$ cat src/rtl/hazard_ctrl.sv
// Pipeline hazard controller: load-use, branch-operand and multi-cycle FPU interlocks.
// Optional stall statistics counter enabled by defining HAZARD_CTRL_STATS_EN.
module hazard_ctrl #(
  parameter int FPU_LAT = 4
) (
  input  logic       clk,
  input  logic       reset,
  input  logic       DecValid,
  input  logic [5:0] DecRs1,
  input  logic [5:0] DecRs2,
  input  logic       DecUsesRs1,
  input  logic       DecUsesRs2,
  input  logic [5:0] DecRd,
  input  logic       DecRegWE,
  input  logic       DecIsLoad,
  input  logic       DecIsFPU,
  input  logic       DecIsBranch,
  output logic       Stall,
  output logic       Bubble,
  output logic       FpuBusy
`ifdef HAZARD_CTRL_STATS_EN
  ,
  output logic [15:0] StallCount
`endif
);

  typedef enum logic {FREE, BUSY} fpu_state_e;

  logic       r_ex_valid, r_ex_we, r_ex_isload;
  logic [5:0] r_ex_rd;
  logic       r_mem_valid, r_mem_we, r_mem_isload;
  logic [5:0] r_mem_rd;

  fpu_state_e r_state, w_state_nxt;
  logic [3:0] r_cnt, w_cnt_nxt;
  logic [5:0] r_fpu_rd, w_fpu_rd_nxt;
  logic       r_fpu_busy;

  logic w_load_use, w_branch, w_fpu_haz, w_stall, w_fpu_issue;
  logic w_ex_rs1, w_ex_rs2, w_br_ex, w_br_mem;

  // Register 0 of either file is hardwired and never creates a dependency.
  function automatic logic slot_match(input logic v, input logic we, input logic [5:0] rd,
                                      input logic [5:0] src, input logic used);
    return v & we & (rd == src) & (src[4:0] != 5'd0) & used;
  endfunction

  assign w_ex_rs1 = slot_match(r_ex_valid, r_ex_we, r_ex_rd, DecRs1, DecUsesRs1);
  assign w_ex_rs2 = slot_match(r_ex_valid, r_ex_we, r_ex_rd, DecRs2, DecUsesRs2);
  assign w_br_ex  = slot_match(r_ex_valid, r_ex_we, r_ex_rd, DecRs1, 1'b1);
  assign w_br_mem = slot_match(r_mem_valid, r_mem_we, r_mem_rd, DecRs1, 1'b1);

  assign w_load_use = r_ex_isload & (w_ex_rs1 | w_ex_rs2);
  assign w_branch   = DecIsBranch & (w_br_ex | (r_mem_isload & w_br_mem));
  assign w_fpu_haz  = (r_state == BUSY) &
                      (DecIsFPU |
                       (DecUsesRs1 & (DecRs1 == r_fpu_rd)) |
                       (DecUsesRs2 & (DecRs2 == r_fpu_rd)) |
                       (DecRegWE & (DecRd == r_fpu_rd)));

  // Gating with reset keeps the outputs quiet while tracking is being discarded.
  assign w_stall     = reset & DecValid & (w_load_use | w_branch | w_fpu_haz);
  assign w_fpu_issue = DecValid & DecIsFPU & ~w_stall;

  assign Stall   = w_stall;
  assign Bubble  = w_stall;
  assign FpuBusy = r_fpu_busy;

  // NOTE: sequential state uses non-blocking assignments so every flop samples pre-edge values.
  always_ff @(posedge clk) begin
    if (!reset) begin
      r_ex_valid  <= 1'b0;
      r_mem_valid <= 1'b0;
    end else begin
      r_ex_valid  <= DecValid & ~w_stall;
      r_mem_valid <= r_ex_valid;
    end
  end

  // NOTE: slot payload needs no reset; it is only ever observed qualified by its valid bit.
  always_ff @(posedge clk) begin
    if (DecValid & ~w_stall) begin
      r_ex_rd     <= DecRd;
      r_ex_we     <= DecRegWE;
      r_ex_isload <= DecIsLoad;
    end
    r_mem_rd     <= r_ex_rd;
    r_mem_we     <= r_ex_we;
    r_mem_isload <= r_ex_isload;
  end

  // NOTE: defaults first so no path through the case leaves a variable unassigned (no latch).
  always_comb begin
    w_state_nxt  = r_state;
    w_cnt_nxt    = r_cnt;
    w_fpu_rd_nxt = r_fpu_rd;
    case (r_state)
      FREE: begin
        if (w_fpu_issue) begin
          w_state_nxt  = BUSY;
          w_cnt_nxt    = 4'(FPU_LAT - 1);
          w_fpu_rd_nxt = DecRd;
        end
      end
      BUSY: begin
        w_cnt_nxt = r_cnt - 4'd1;
        if (r_cnt == 4'd1) w_state_nxt = FREE;
      end
      default: w_state_nxt = FREE;
    endcase
  end

  always_ff @(posedge clk) begin
    if (!reset) begin
      r_state    <= FREE;
      r_cnt      <= 4'd0;
      r_fpu_rd   <= 6'd0;
      r_fpu_busy <= 1'b0;
    end else begin
      r_state    <= w_state_nxt;
      r_cnt      <= w_cnt_nxt;
      r_fpu_rd   <= w_fpu_rd_nxt;
      r_fpu_busy <= (w_cnt_nxt != 4'd0);
    end
  end

`ifdef HAZARD_CTRL_STATS_EN
  logic [15:0] r_stall_count;

  always_ff @(posedge clk) begin
    if (!reset)                                  r_stall_count <= 16'd0;
    else if (w_stall && r_stall_count != 16'hFFFF) r_stall_count <= r_stall_count + 16'd1;
  end

  assign StallCount = r_stall_count;
`else
  // Statistics disabled: no counter is built.
`endif

endmodule

$ cat config.mk
export PLATFORM = sky130hd
export DESIGN_NAME = hazard_ctrl
export DESIGN_NICKNAME = d
export VERILOG_FILES = /design/src/rtl/hazard_ctrl.sv
export SDC_FILE = /design/constraint.sdc
export NUM_CORES = 1
export LEC_CHECK = 0
export CORE_MARGIN = 3
export CORE_UTILIZATION = 45
export CTS_CLUSTER_DIAMETER = 80
export DETAILED_ROUTE_END_ITERATION = 7
export DONT_BUFFER_PORTS = 1
export GPL_ROUTABILITY_DRIVEN = 0
export GPL_TIMING_DRIVEN = 0
export PLACE_DENSITY = 0.65
export SKIP_CTS_REPAIR_TIMING = 1
export SKIP_LAST_GASP = 1
export SLEW_MARGIN = 20
export SYNTH_ARGS = -nofsm -noshare
export SYNTH_HDL_FRONTEND = slang
export SYNTH_SLANG_ARGS = --single-unit
$ cat constraint.sdc
create_clock -name clk -period 4.7 [get_ports clk]
set_input_delay 0.235 -clock clk [delete_from_list [all_inputs] [get_ports clk]]
set_output_delay 0.235 -clock clk [all_outputs]
set_load 0.005 [all_outputs]
Word level (Yosys, flattened, before mapping) --
Index checks and enable logic that the tools add are counted.
Cells by class: reductions and logical operators 4, $mul 0, bitwise gates (word level) 31, divide/modulo/power cells 0, shift-type cells 0, add/subtract/negate cells 1, equality and inequality tests 7, multiplexer cells 5, magnitude comparators 0
Operators with widths (count):
- $eq A6 B6 Y1 | 6
- $and A1 B1 Y1 | 22
- $reduce_bool A5 Y1 | 2
- $pmux W4 S2 | 1
- $or A1 B1 Y1 | 7
- $eq A4 B1 Y1 const B | 1
- $mux W4 | 1
- $reduce_bool A4 Y1 | 1
- $sub A4 B1 Y4 const B | 1
- $mux W1 | 2
- $not A1 Y1 | 2
- $pmux W1 S2 | 1
- $reduce_and A2 Y1 | 1
Storage, ports and cells: ROM bits 0, flip-flop bits (word level) 30, memories kept 0, output and inout port bits 3, logic and storage cells 60, bits of input ports 27, bits in writable memories 0, latch bits 0

Longest topological paths before layout --
word-level depth 14, depth in mapped cells 6, depth with buffers taken out 6

Worst setup path after synthesis --
OpenSTA, ideal clock, no wires.
path type register to register, from register r_ex_rd[3], to register r_ex_isload (enable), buffers on the path 0, required time 4.417 ns, path slack 2.286 ns, cell stages (with the launch flop) 6, clock period less this slack 2.414 ns, setup time 0.283 ns, arrival time 2.131 ns, path through edfxtp_1 -> xor2_1 -> or4_1 -> or4_1 -> and3_4 -> o221a_1
Between the ends: cells in the longest elaborated chain, start to end 11, elaborated cells between the ends (all ways) 17, classes of those cells eq/ne (2); bitwise (15)
RTL lines:
- start: declaration | RTL line 30 | logic [5:0] r_ex_rd;
- start signal: assignment | RTL line 83 | r_ex_rd <= DecRd;
- $eq A6 B6 Y1 | RTL line 45 | return v & we & (rd == src) & (src[4:0] != 5'd0) & used;
- $and A1 B1 Y1 (3 in series) | RTL line 45
- $or A1 B1 Y1 | RTL line 53 | assign w_load_use = r_ex_isload & (w_ex_rs1 | w_ex_rs2);
- $and A1 B1 Y1 | RTL line 53
- $or A1 B1 Y1 * (2 in series) | RTL line 62 | assign w_stall = reset & DecValid & (w_load_use | w_branch | w_fpu_haz);
- $and A1 B1 Y1 * | RTL line 62
- $not A1 Y1 * | RTL line 82 | if (DecValid & ~w_stall) begin
- $and A1 B1 Y1 * | RTL line 82
- end signal: assignment | RTL line 85 | r_ex_isload <= DecIsLoad;
- end: declaration | RTL line 29 | logic r_ex_valid, r_ex_we, r_ex_isload;
Mark *: on every way between the ends. The rest lies on a longest branch, timed or not. A chain may end at the register's enable or synchronous reset.

Final worst setup path --
from register r_ex_rd[3], to output Stall
Between the ends: cells in the longest elaborated chain, start to end 9, elaborated cells between the ends (all ways) 15, classes of those cells eq/ne (2); bitwise (13)
RTL lines:
- $eq A6 B6 Y1 | RTL line 45
- $and A1 B1 Y1 (3 in series) | RTL line 45
- $or A1 B1 Y1 | RTL line 53
- $and A1 B1 Y1 | RTL line 53
- $or A1 B1 Y1 * (2 in series) | RTL line 62
- $and A1 B1 Y1 * | RTL line 62
- end: declaration | RTL line 18 | output logic Stall,
Marks and branches as above.

==> impl_metrics.yaml <==
layout:
  nets: 198
  area_growth_syn_to_layout_pct: 12.1
  antennaDiodeCount: 0
  final_common_cell: "dfxtp_1"
  final_cell_mix: "22 x dfxtp_1, 20 x xor2_1, 20 x nand2_1, 17 x xnor2_1"
  drive_gt1_share_pct: 7.06
  fin_util_pct: 54.9
  filler_cell_count: 326
global_routing:
  grt.total_usage_pct: 18.0
  grt_pass1_wl_um: 5600
  use_met3_pct: 6.59
  grt_antenna_before_repair: 0
  grt_use_met2_pct: 26.3
  grt_pass1_vias: 1160
  grt_start_max_net_pins: 11
  grt_most_used_layer: "met2"
  overflow: 0
  met1_usage_pct: 22.8
clock_network:
  clk_latency_ps: 340
  clkTransAtPathRegs_ps: 100
  clock-sinks: 30
  ctsLongestPathBuffers: 2
  cts-htree-levels: 2
  cts-root-buf: "clkbuf_4"
  cts_tree: "yes"
  cts_made_buffers: 5
logic_synthesis:
  syn_nets: 183
  synthTopCellsByArea: "dfxtp_1 29%, edfxtp_1 16%, xor2_1 11%"
  ys_async_sr_fraction_pct: 0
  syn_inst: 154
  seq_area_frac_synth_pct: 44.1
  netlist.area_leader.share_pct: 28.5
  yosys.area.top_type: "dfxtp_1"
  synth_edf_count: 8
  yosysWarnings: 0
  synthFlopType: "dfxtp_1"
  ys_seq_elements: 30
  avgSynthCellArea_um2: 10.0
  synthDistinctLibCells: 37
  syn-cell-area_mm2: 0.00154
floorplan:
  die_area_mm2: 0.00417
  rows: 20
  start_util_pct: 49.0
  die_w_um: 64.6
  io_pins: 30
  die_y_um: 64.6
  core_mm2: 0.00315
place:
  place_hpwl_um: 2640
  port-buffer-count: 0
  pre_cts_ws_ps: 2120
timing:
  whs_ps: 18.9
  clock.fmax_ghz: 0.341
  period_share_pct: 62.4
  slew_headroom_pct: 69.5
  setup_viol: 0
  setup_ws_ps: 1770
  period_needed_ps: 2930
  worst_pin_slew_ps: 453
  grt_setup_unrepaired: "false"
  drv_slew: 0
  tns_ps: 0
  finClkSkew_ps: 14.7
  finalHoldViolations: 0
worst_setup_path:
  startpoint_type: "flip-flop"
  critPathRequiredTime_ps: 4470
  regToRegSetupSlack_ps: 2040
  reg2regPathDepth: 5
  path_class: "flip-flop to primary output"
  path_max_fanout: 5
  r2r_start: "r_ex_rd[3]$_DFFE_PP_"
  endpoint_kind: "primary output"
  r2r_end: "r_ex_rd[5]$_DFFE_PP_"
  arrival_ps: 2700
power_and_ir_drop:
  leakage_nw: 0.646
  power.total_mw: 0.518
  vdd_ir_drop_max_v: 0.000157
  powerDensity_mw_per_mm2: 299
hold_path:
  holdCritStartpoint: "DecRd[4]"
  hold_path_depth: 2
  hp-class: "primary input to flip-flop"
  whs_endpoint: "r_fpu_rd[4]$_SDFFE_PN0P_"
drt:
  wirelength_um: 3470
  wire_per_inst_um: 16.2
  vias_per_cell: 5.57
  first_iter_violations: 50
  num_vias: 1192
  drtPass1Iterations: 4
  drtAntennaViolNets: 0
  drc: 0
outcome:
  status: "finished, final reports clean"
job:
  cap_violations: 0
## cell type report
cell class / instances / area [um^2] / area share (%)
multi-input combinational: 115 / 818 / 47.3
inverter: 4 / 15.0 / 0.868
buffer: 5 / 30.0 / 1.74
timing repair buffer: 8 / 80.1 / 4.63
clock inverter: 2 / 10.0 / 0.578
clock buffer: 6 / 41.3 / 2.39
sequential: 30 / 681 / 39.3
tap: 44 / 55.1 / 3.18
## cell usage after synthesis, drive strengths merged (2+ instances only)
cell,instances
buf,2
a31oi,2
nor4,4
edfxtp,8
nand3,4
nor2,5
mux2i,6
nand4,4
inv,4
xor2,20
ha,2
dfxtp,22
or4,4
nor3,4
nor2b,2
xnor2,17
a21oi,3
clkbuf,3
o221ai,2
nand2,20
and2,2
## per-layer routing
layer | up-vias | wire length, um
li1 | 577 | -
met1 | 567 | 1570
met2 | 37 | 1580
met3 | 11 | 248
met4 | 0 | 78
met5 | - | 0
## how the worst max path moves through the flow
stage	start	endpoint
after floorplan	r_ex_rd[3]$_DFFE_PP_	r_ex_isload$_DFFE_PP_
after global placement	r_ex_rd[3]$_DFFE_PP_	r_ex_isload$_DFFE_PP_
after detailed placement	r_ex_rd[3]$_DFFE_PP_	r_ex_rd[4]$_DFFE_PP_
after CTS	r_ex_rd[3]$_DFFE_PP_	Stall
after global routing	r_ex_rd[3]$_DFFE_PP_	Stall
final	r_ex_rd[3]$_DFFE_PP_	Stall
## state kept, by name, indices dropped and copies added, names as in the netlist, 4 cells and up
name / count
r_cnt: 4
r_mem_rd: 6
r_ex_rd: 6
r_fpu_rd: 6
## logic make-up (layout without fill, tap and decap cells)
logic type / count (synthesis) / count (layout) / synth area share [%]
and+or+nand+nor: 54 / 54 / 18.7
xor gates and xnor gates: 37 / 37 / 21.0
adders and majority gates: 2 / 2 / 1.62
DFF: 30 / 30 / 44.1
buffers and inverters: 9 / 25 / 2.92
AOI/OAI and AO/OA: 16 / 16 / 7.78
muxes: 6 / 6 / 3.89
## stage by stage
step           area (um^2)  std cells
2_1_floorplan         1540        154
3_3_place_gp          1600        198
3_5_place_dp          1600        198
4_1_cts               1650        206
5_1_grt               1730        214
6_report              1730        214
## worst max-delay path, stage by stage (launching register included)
cell and delay, ps:
edfxtp_1 460, xor2_1 190, or4_1 540, or4_1 570, and3_4 220, a21oi_1 210
buf_4 160
## power by group
group	internal (mW)	total [mW]	switching, mW	leakage, nW
clock	0.0568	0.145	0.0886	0.0320
sequential	0.283	0.299	0.0161	0.261
combinational	0.0396	0.0738	0.0342	0.354
total	0.379	0.518	0.139	0.646
No activity file was read; power rests on OpenSTA's default activity.
